**config.mk**
```make
export PLATFORM = sky130hd
export DESIGN_NAME = bit_serializer_flat
export DESIGN_NICKNAME = d
export VERILOG_FILES = /design/src/rtl/serial_pkg.sv /design/src/rtl/bit_serializer_if.sv /design/src/rtl/word_hold_reg.sv /design/src/rtl/bit_serializer.sv /design/src/flat_wrapper.sv
export SDC_FILE = /design/constraint.sdc
export NUM_CORES = 1
export LEC_CHECK = 0
export BUFFER_PORTS_ARGS = -buffer_cell sky130_fd_sc_hd__buf_2
export CAP_MARGIN = 10
export CORE_AREA = 2 2 46 48
export CTS_CLUSTER_DIAMETER = 80
export DETAILED_ROUTE_END_ITERATION = 6
export DIE_AREA = 0 0 48 50
export GPL_ROUTABILITY_DRIVEN = 0
export GPL_TIMING_DRIVEN = 0
export PLACE_DENSITY_LB_ADDON = 0.1
export SLEW_MARGIN = 25
export SYNTH_ARGS = -nofsm -noshare
export SYNTH_HDL_FRONTEND = slang
export SYNTH_SLANG_ARGS = --single-unit
```
**constraint.sdc**
```tcl
create_clock -name clk -period 4.5 [get_ports clk]
set_clock_uncertainty 0.2 [all_clocks]
set_input_delay 0.225 -clock clk [delete_from_list [all_inputs] [get_ports clk]]
set_output_delay 0.225 -clock clk [all_outputs]
set_load 0.01 [all_outputs]
```
**src/rtl/serial_pkg.sv**
```systemverilog
// Shared definitions for the serial front end and the pattern detectors it
// feeds.
//   SER_IDLE / SER_SHIFT : serializer FSM state encoding (also exported on the
//                          debug state port)
//   SER_WIDTH            : default bit-stream word width
package serial_pkg;

  typedef enum logic {
    SER_IDLE  = 1'b0,
    SER_SHIFT = 1'b1
  } ser_state_t;

  localparam int SER_WIDTH = 8;

endpackage

```
**src/rtl/bit_serializer_if.sv**
```systemverilog
// Bundles the word handshake and the serial output stream of bit_serializer.
//   din / din_valid / din_ready : word input, valid/ready handshake
//   x / x_valid                 : serial bit and its data/idle qualifier
//   word_done                   : pulse while the last bit of a word is on x
//   busy                        : shifter active or holding buffer occupied
// Handshake: a word transfers on a rising clk edge where din_valid and
// din_ready are both high; din is don't-care otherwise, and din_ready never
// depends on din_valid.
// Modports: master = word producer / stream consumer, slave = serializer.
interface bit_serializer_if #(
  parameter int WIDTH = 8
);

  logic [WIDTH-1:0] din;
  logic             din_valid;
  logic             din_ready;
  logic             x;
  logic             x_valid;
  logic             word_done;
  logic             busy;

  modport master (
    output din, din_valid,
    input  din_ready, x, x_valid, word_done, busy
  );

  modport slave (
    input  din, din_valid,
    output din_ready, x, x_valid, word_done, busy
  );

endinterface

```
**src/rtl/word_hold_reg.sv**
```systemverilog
// One-entry holding buffer sitting in front of the shifter.
//   clk, rst : clock, asynchronous active-high reset
//   din      : word to capture
//   load     : capture din and mark the buffer full
//   unload   : the shifter took the held word; mark the buffer empty
//   dout     : held word
//   full     : buffer occupied
//   ready    : buffer can take a word this cycle (low while rst is high)
// load and unload are never high together: load needs ready (empty), unload
// only happens when full.
module word_hold_reg #(
  parameter int WIDTH = 8
) (
  input  logic             clk,
  input  logic             rst,
  input  logic [WIDTH-1:0] din,
  input  logic             load,
  input  logic             unload,
  output logic [WIDTH-1:0] dout,
  output logic             full,
  output logic             ready
);

  logic [WIDTH-1:0] data;

  always_ff @(posedge clk or posedge rst) begin
    if (rst) begin
      data <= '0;
      full <= 1'b0;
    end else if (load) begin
      data <= din;
      full <= 1'b1;
    end else if (unload) begin
      full <= 1'b0;
    end
  end

  // Combinational from rst so the producer sees "not ready" the moment
  // reset asserts, not one edge later.
  assign ready = !rst && !full;
  assign dout  = data;

endmodule

```
**src/rtl/bit_serializer.sv**
```systemverilog
// Parallel-to-serial front end: takes WIDTH-bit words over a valid/ready
// handshake and shifts them out on x, one bit per clk, with a one-word
// holding buffer so consecutive words leave with no gap.
//   clk, rst  : clock, asynchronous active-high reset
//   bus       : slave side of bit_serializer_if (word in, serial stream out)
//   state_dbg : current FSM state
// Parameters: WIDTH (2..32), LSB_FIRST (0 = MSB first), IDLE_BIT (x level
// while no word is being shifted).
module bit_serializer
  import serial_pkg::*;
#(
  parameter int   WIDTH     = SER_WIDTH,
  parameter int   LSB_FIRST = 0,
  parameter logic IDLE_BIT  = 1'b0
) (
  input  logic                    clk,
  input  logic                    rst,
  bit_serializer_if.slave         bus,
  output ser_state_t              state_dbg
);

  localparam int               CNT_W   = $clog2(WIDTH);
  localparam logic [CNT_W-1:0] LAST    = CNT_W'(WIDTH - 1);
  localparam int               OUT_IDX = (LSB_FIRST != 0) ? 0 : WIDTH - 1;

  ser_state_t       state;
  logic [WIDTH-1:0] shreg;
  logic [CNT_W-1:0] cnt;

  logic [WIDTH-1:0] hold;
  logic             hold_full;
  logic             hold_ready;
  logic             accept;
  logic             load_point;
  logic             hold_load;
  logic             hold_unload;

  assign accept     = bus.din_valid && hold_ready;
  // Edge where the shifter can take a new word: it is empty, or its last
  // bit is on x right now.
  assign load_point = (state == SER_IDLE) || (cnt == LAST);
  // A held word always wins at a load point; an accept there can only
  // happen with the buffer empty, so it bypasses straight into shreg.
  assign hold_unload = load_point && hold_full;
  assign hold_load   = accept && !load_point;

  word_hold_reg #(.WIDTH(WIDTH)) u_hold (
    .clk    (clk),
    .rst    (rst),
    .din    (bus.din),
    .load   (hold_load),
    .unload (hold_unload),
    .dout   (hold),
    .full   (hold_full),
    .ready  (hold_ready)
  );

  always_ff @(posedge clk or posedge rst) begin
    if (rst) begin
      state <= SER_IDLE;
      cnt   <= '0;
      shreg <= '0;
    end else if (load_point) begin
      cnt <= '0;
      if (hold_full) begin
        shreg <= hold;
        state <= SER_SHIFT;
      end else if (accept) begin
        shreg <= bus.din;
        state <= SER_SHIFT;
      end else begin
        state <= SER_IDLE;
      end
    end else begin
      cnt <= cnt + CNT_W'(1);
      if (LSB_FIRST != 0) shreg <= {1'b0, shreg[WIDTH-1:1]};
      else                shreg <= {shreg[WIDTH-2:0], 1'b0};
    end
  end

  // All outputs decode registered state only; nothing here depends on din.
  assign bus.x         = (state == SER_SHIFT) ? shreg[OUT_IDX] : IDLE_BIT;
  assign bus.x_valid   = (state == SER_SHIFT);
  assign bus.word_done = (state == SER_SHIFT) && (cnt == LAST);
  assign bus.busy      = (state == SER_SHIFT) || hold_full;
  assign bus.din_ready = hold_ready;
  assign state_dbg     = state;

endmodule

```
**src/flat_wrapper.sv**
```systemverilog
// flat-port wrapper written by rule: the top's interface ports become plain ports
module bit_serializer_flat import serial_pkg::*;
#(
  parameter int   WIDTH     = SER_WIDTH,
  parameter int   LSB_FIRST = 0,
  parameter logic IDLE_BIT  = 1'b0
)
  (clk, rst, state_dbg, bus_din, bus_din_valid, bus_din_ready, bus_x, bus_x_valid, bus_word_done, bus_busy);
  bit_serializer_if #(.WIDTH(WIDTH)) bus_i ();
  input  logic clk;
  input  logic rst;
  output ser_state_t state_dbg;
  input wire logic [$bits(bus_i.din)-1:0] bus_din;
  input wire logic [$bits(bus_i.din_valid)-1:0] bus_din_valid;
  output wire logic [$bits(bus_i.din_ready)-1:0] bus_din_ready;
  output wire logic [$bits(bus_i.x)-1:0] bus_x;
  output wire logic [$bits(bus_i.x_valid)-1:0] bus_x_valid;
  output wire logic [$bits(bus_i.word_done)-1:0] bus_word_done;
  output wire logic [$bits(bus_i.busy)-1:0] bus_busy;
  assign bus_i.din = bus_din;
  assign bus_i.din_valid = bus_din_valid;
  assign bus_din_ready = bus_i.din_ready;
  assign bus_x = bus_i.x;
  assign bus_x_valid = bus_i.x_valid;
  assign bus_word_done = bus_i.word_done;
  assign bus_busy = bus_i.busy;
  bit_serializer #(.WIDTH(WIDTH), .LSB_FIRST(LSB_FIRST), .IDLE_BIT(IDLE_BIT)) u_core (.clk(clk), .rst(rst), .bus(bus_i), .state_dbg(state_dbg));
endmodule
```
==> results of run 1 <==
power by group through the flow:
stage / Combinational (mW) / Clock [mW] / Sequential [mW]
after CTS: 0.348 / 0.0963 / 0.310
final: 0.343 / 0.0936 / 0.309
after global routing: 0.391 / 0.101 / 0.320
after floorplan: 0.279 / 0 / 0.304
after global placement: 0.335 / 0 / 0.310
after detailed placement: 0.341 / 0 / 0.314
repair_timing:
item	CTS	global route
buffers inserted	0	0
hold buffers	9	0
endpoints found under the hold margin	29	0
cells in the final DEF (no fill, tap or decap):
cell           netlist  layout
a21oi_1              7       7
a22o_1               7       7
and2_1               4       4
buf_2                1      17
buf_4                3       3
buf_6                2       2
clkbuf_1             1       1
clkbuf_4             0       3
clkinv_2             0       1
dfrtp_1             21      21
dlygate4sd3_1        0       9
ha_1                 2       2
inv_1                1       1
mux2_2               8       8
mux2i_1              8       8
nand2_1              1       1
nand2b_1             1       1
nand3_4              1       1
nor2_1              10      10
nor2_4               1       1
nor2b_1              1       1
nor2b_4              1       1
o21ai_0              8       8
o311a_1              1       1
or2_2                1       1
or2b_1               1       1
per-layer routing:
metal  up-vias  share of wire
met5         -              0
met4         0          0.012
met3         2          0.024
met2        13           0.46
met1       338           0.50
li1        381              -
worst max-delay path by stage:
stage | endpoint | cells after the start | slack, ns | start
after floorplan | u_core.u_hold.dout[0] | 6 | 2.79 | u_core.cnt[0]
after global placement | u_core.u_hold.dout[0] | 6 | 2.69 | u_core.cnt[0]
after detailed placement | u_core.u_hold.dout[6] | 6 | 2.66 | u_core.cnt[0]
after CTS | bus_busy | 4 | 2.56 | u_core.u_hold.full
after global routing | bus_busy | 4 | 2.48 | u_core.u_hold.full
final | bus_busy | 4 | 2.57 | u_core.u_hold.full
metrics by stage:
step | setup WS (ns) | utilization | power (mW) | cell area, um2
finish | 2.57 | 0.679 | 0.746 | 1290
global route | 2.48 | 0.679 | 0.812 | 1290
floorplan | 2.79 | - | 0.583 | 1060
CTS | 2.56 | 0.679 | 0.755 | 1290
global placement | 2.69 | 0.617 | 0.645 | 1170
detailed placement | 2.66 | 0.617 | 0.655 | 1170
cell usage after synthesis, drive strengths merged:
| cell type | n |
|---|---|
| a21oi | 7 |
| a22o | 7 |
| and2 | 4 |
| buf | 6 |
| clkbuf | 1 |
| dfrtp | 21 |
| ha | 2 |
| inv | 1 |
| mux2 | 8 |
| mux2i | 8 |
| nand2 | 1 |
| nand2b | 1 |
| nand3 | 1 |
| nor2 | 11 |
| nor2b | 2 |
| o21ai | 8 |
| o311a | 1 |
| or2 | 1 |
| or2b | 1 |
state kept, by name (all words and copies together), names as in the netlist:
register / flops
u_core.bus.x_valid: 1
u_core.cnt: 3
u_core.shreg: 8
u_core.u_hold.dout: 8
u_core.u_hold.full: 1
logic make-up after synthesis:
group,synth area share
and+or+nand+nor,0.128
AOI/OAI and AO/OA,0.138
muxes,0.161
DFF,0.496
adders and majority gates,0.0236
buffers and inverters,0.0543
cell type report:
cell class | count | area, um2 | share of cell area
buffer | 7 | 53.8 | 0.0417
clock buffer | 3 | 22.5 | 0.0174
clock inverter | 1 | 5.00 | 0.00388
inverter | 1 | 3.75 | 0.00291
multi-input combinational | 63 | 477 | 0.369
sequential | 21 | 526 | 0.407
tap | 27 | 33.8 | 0.0262
timing repair buffer | 25 | 170 | 0.132
critical path, cell delays in order (launching register included):
cell,delay (ns)
dfrtp_1,0.40
buf_6,0.15
clkbuf_1,0.19
or2_2,0.32
buf_2,0.14
==> impl_metrics.ini, run 1 <==
[worst_hold_path]
hold_path.class = input pin to register
min_to = u_core.u_hold.dout[3]
min_from = bus_din_valid
whs_path_depth = 3

[clock_tree]
h-tree-depth = 1
cts.clk_slew.worst_paths_ns = 0.12
cts.repair.resized = 0
ctsLongestPathBuffers = 2
cts_tree = yes
insertion_delay_ns = 0.31
root_buffer = clkbuf_4
cts_inserted_buffers = 3
cts_sinks = 21

[logic_synthesis]
syn_avg_cell_area_um2 = 11.5
yosys_warnings = 0
ys_types = 23
seq_area_frac_synth = 0.496
synth-seq-cells = 21
ys_top_cells_by_area = dfrtp_1, mux2_2, mux2i_1, a22o_1, o21ai_0
synth_area_mm2 = 0.00106
synth_top_area_frac = 0.496
yosysTopAreaCell = dfrtp_1
syn-num-nets = 105
syn_inst = 92

[global_route]
antenna_found_initial = 0
grt_util_met3 = 0.0330
grt_pass1_wl_um = 3040
met2_usage = 0.256
grt_pass1_vias = 665
grt_use_met1 = 0.266
grt_max_degree = 22
track_usage = 0.177
grt_overflow = 0
grt.busiest_layer = met1

[placed_design]
dpl.hpwl_um = 1310
io_buffers = 16
dp.cells = 135

[critical_path]
cp.arrival_ns = 1.51
cp.required_ns = 4.07
worst-r2r-cell-count = 6
crit_type = register to output pin
worst-path-max-fanout = 10
endpoint_kind = output pin
cp-start-kind = register
reg2reg_slack_ns = 2.66
r2r_start = u_core.cnt[0]
rr_endpoint = u_core.u_hold.dout[6]

[timing]
post-route-period-util = 0.429
worst_pin_slew_ns = 0.774
fin_crit_ns = 1.93
fin_tns_setup_ns = 0
rsz0062_at_grt = false
clock.fmax_mhz = 518
drv_slew = 0
holdWs_ns = 0.129
setup_viol = 0
relSlewSlack = 0.483
hold_violations = 0

[floorplan]
io_pins = 17
die_y_um = 50
row_count = 16
die_w_um = 48
dieArea_mm2 = 0.00240
start_util = 0.557
core_area_mm2 = 0.00190

[pwr]
p_seq_frac = 0.415
combPwrFrac = 0.460
swShare = 0.347
p_leak_nw = 0.638
ir_drop_uv = 422
cellPowerDensity_mw_per_mm2 = 578
p_switching_mw = 0.259
internal_power_mw = 0.487
clock_power_share = 0.125

[cells_and_area]
layout-drive-gt1-share = 0.314
nets = 135
final_cells = 148
fillers = 153
diodes = 0
area_delta_synth_final_pct = 21.8

[route]
routed_wl_um = 1770
wl_per_cell_um = 12.0
drt_iter0_drc = 8
routed_via_density = 4.96
ant_nets = 0
drc = 0
vias = 734
firstDrtPassIters = 2

[status]
status = finished clean

[flow_run]
drv_cap = 0
Note: power is estimated with default switching activity, not from simulation.
==> inputs of run 2 (changes only) <==
Settings changed: ABC_AREA set to 1, CORE_AREA 2 2 46 48 to 2 2 51 53, DIE_AREA 0 0 48 50 to 0 0 53 55.
Clock period 4.5 ns to 1.7 ns, I/O delays scaled along.
==> run 2 against run 1 <==
  * The run now ends with hold timing left
  * Worst setup slack worse by 2.5 ns
  * Worst hold slack worse by 0.35 ns
  * Synthesized area up 3.5%
  * Cell count up 40%
  * Critical endpoint is now u_core.shreg[2]
  * Core utilization down 8.5 points
  * Count of clock-buffer cells in the layout up 1
  * Via count up 29%
  * Critical path depth up 5
  * Non-clock buffer count up 1
==> impl_metrics.ini, run 2 <==
[status]
status = complete, but fails checks
violations = hold timing

[pwr]
p_seq_frac = 0.391
ir_drop_uv = 869
clock_power_share = 0.118
swShare = 0.405
cellPowerDensity_mw_per_mm2 = 1450
report.power.total_mw = 2.03
combPwrFrac = 0.491
p_leak_nw = 0.781
internal_power_mw = 1.21
p_switching_mw = 0.823

[route]
wl_per_cell_um = 10.7
firstDrtPassIters = 4
routed_wl_um = 2220
drt_iter0_drc = 20
vias = 944
ant_nets = 0
drc = 0
routed_via_density = 4.56

[critical_path]
crit_chain = ha_2 > ha_2 > inv_2 > nand2_4 > buf_8 > nand3_1 > nand2_1 > nand2_1 > nand2_1
worst-path-max-fanout = 10
cp.required_ns = 1.70
crit_type = register to register
endpoint_kind = register
critPathSlowestCell = dfrtp_1
crit_top_cell = nand2_1
cp.arrival_ns = 1.63
cp-start-kind = register
cp_slowest_stage_delay_ns = 0.42

[logic_synthesis]
yosysMostFrequentCell = nand2_1
ys_top_cells_by_area = dfrtp_1, nand2_1, inv_1, nand3_1, nor2_4
ys_types = 18
syn-num-nets = 157
yosysTopAreaCell = dfrtp_1
synth_common_cells = nand2_1, dfrtp_1, inv_1, nand3_1, o21ai_1
synth_edf_count = 0
seq_area_frac_synth = 0.479
yosys_warnings = 0
synth_top_area_frac = 0.479
synth_area_mm2 = 0.00110
syn_avg_cell_area_um2 = 7.62
synthArstFlopShare = 1.00
syn_inst = 144
synth-seq-cells = 21
synth_flop_cell = dfrtp_1

[timing]
clock.fmax_mhz = 615
hold_violations = 22
worst_pin_slew_ns = 0.843
holdWs_ns = -0.223
relSlewSlack = 0.437
post-route-period-util = 0.957
setup_viol = 0
drv_slew = 0
rsz0062_at_grt = true
fin_crit_ns = 1.63
fin_tns_setup_ns = 0

[floorplan]
core_area_mm2 = 0.00236
dieArea_mm2 = 0.00292
row_count = 18
die_y_um = 55
die_w_um = 53
start_util = 0.464
io_pins = 17

[cells_and_area]
layout-drive-gt1-share = 0.254
nets = 191
diodes = 0
area_delta_synth_final_pct = 27.9
final_cells = 207
multi_input_area_um2 = 474
fillers = 239
final_common_cell = nand2_1
ff_latch_area_um2 = 526
layout_common_cells = nand2_1, dfrtp_1, inv_1, buf_2, dlygate4sd3_1

[flow_run]
drv_cap = 0

[global_route]
grt_pass1_wl_um = 3940
track_usage = 0.189
grt_pass1_vias = 929
grt_overflow = 0
grt_max_degree = 23
antenna_found_initial = 0

[placed_design]
dpl.hpwl_um = 1550
io_buffers = 16
dp.cells = 190

[clock_tree]
cts_tree = yes
cts.clk_slew.worst_paths_ns = 0.12
cts_inserted_buffers = 3
insertion_delay_ns = 0.30
postCtsHoldBufs = 9
cts_sinks = 21
root_buffer = clkbuf_4
h-tree-depth = 1
ctsLongestPathBuffers = 2

[worst_hold_path]
hold_path.class = input pin to asynchronous set/reset pin
## run 2: cell families (layout without fill, tap and decap cells)
| logic type | Yosys count | after routing | synth area share |
|---|---|---|---|
| compound gates | 10 | 10 | 0.0559 |
| fa+ha+maj | 2 | 2 | 0.0228 |
| simple gates | 84 | 84 | 0.335 |
| buf+inv | 27 | 60 | 0.107 |
| flops | 21 | 21 | 0.479 |
## run 2: path summary, 6_finish.rpt
kind	from	end	slack [ns]	cells after the start
setup / recovery	u_core.cnt[0]	u_core.shreg[2]	0.07	9
hold / removal	rst	u_core.cnt[1]	-0.22	2
setup reg to reg	u_core.cnt[0]	u_core.shreg[2]	0.07	9
hold reg to reg	u_core.cnt[0]	u_core.cnt[0]	0.29	1
max in group asynchronous	rst	u_core.shreg[6]	1.01	2
min in group clk	rst	u_core.u_hold.dout[0]	-0.03	5
## run 2: power by group through the flow
stage / Combinational (mW) / Clock [mW] / Sequential (mW)
after floorplan: 0.664 / 0 / 0.791
after global placement: 0.831 / 0 / 0.802
after detailed placement: 0.847 / 0 / 0.815
after CTS: 0.975 / 0.259 / 0.793
after global routing: 1.16 / 0.270 / 0.820
final: 0.999 / 0.240 / 0.795
## run 2: critical path: cells and delay by family, from the launching register on
family        cells  cell delay [ns]
flops             1             0.42
buf+inv           2             0.23
simple gates      5             0.34
fa+ha+maj         2             0.35
## run 2: metrics by stage
step | area (um2) | util | setup slack, ns
final | 1400 | 0.594 | 0.0727
after global placement | 1210 | 0.514 | -0.0295
after CTS | 1390 | 0.586 | 0.0181
after detailed placement | 1210 | 0.514 | -0.0484
after floorplan | 1100 | - | 0.107
after global routing | 1400 | 0.594 | -0.0140
## run 2: metal layers
layer,GRT usage,share of wire
met5,0,0
met4,0.0641,0.0045
met3,0.0323,0.026
met2,0.333,0.49
met1,0.235,0.47
## run 2: timing repair
item / CTS / global route
resized for setup: 4 / 6
hold endpoints to repair: 37 / 21
pin swaps: 1 / 3
setup buffers: 4 / 0
endpoints found under the setup margin: 12 / 16
## run 2: cell type report
type                            instances  share of cell area
Timing Repair Buffer                   29               0.152
Inverter                               23              0.0633
Multi-Input combinational cell         96               0.338
Sequential cell                        21               0.374
Clock buffer                            4              0.0187
Tap cell                               30              0.0267
Buffer                                  4              0.0276
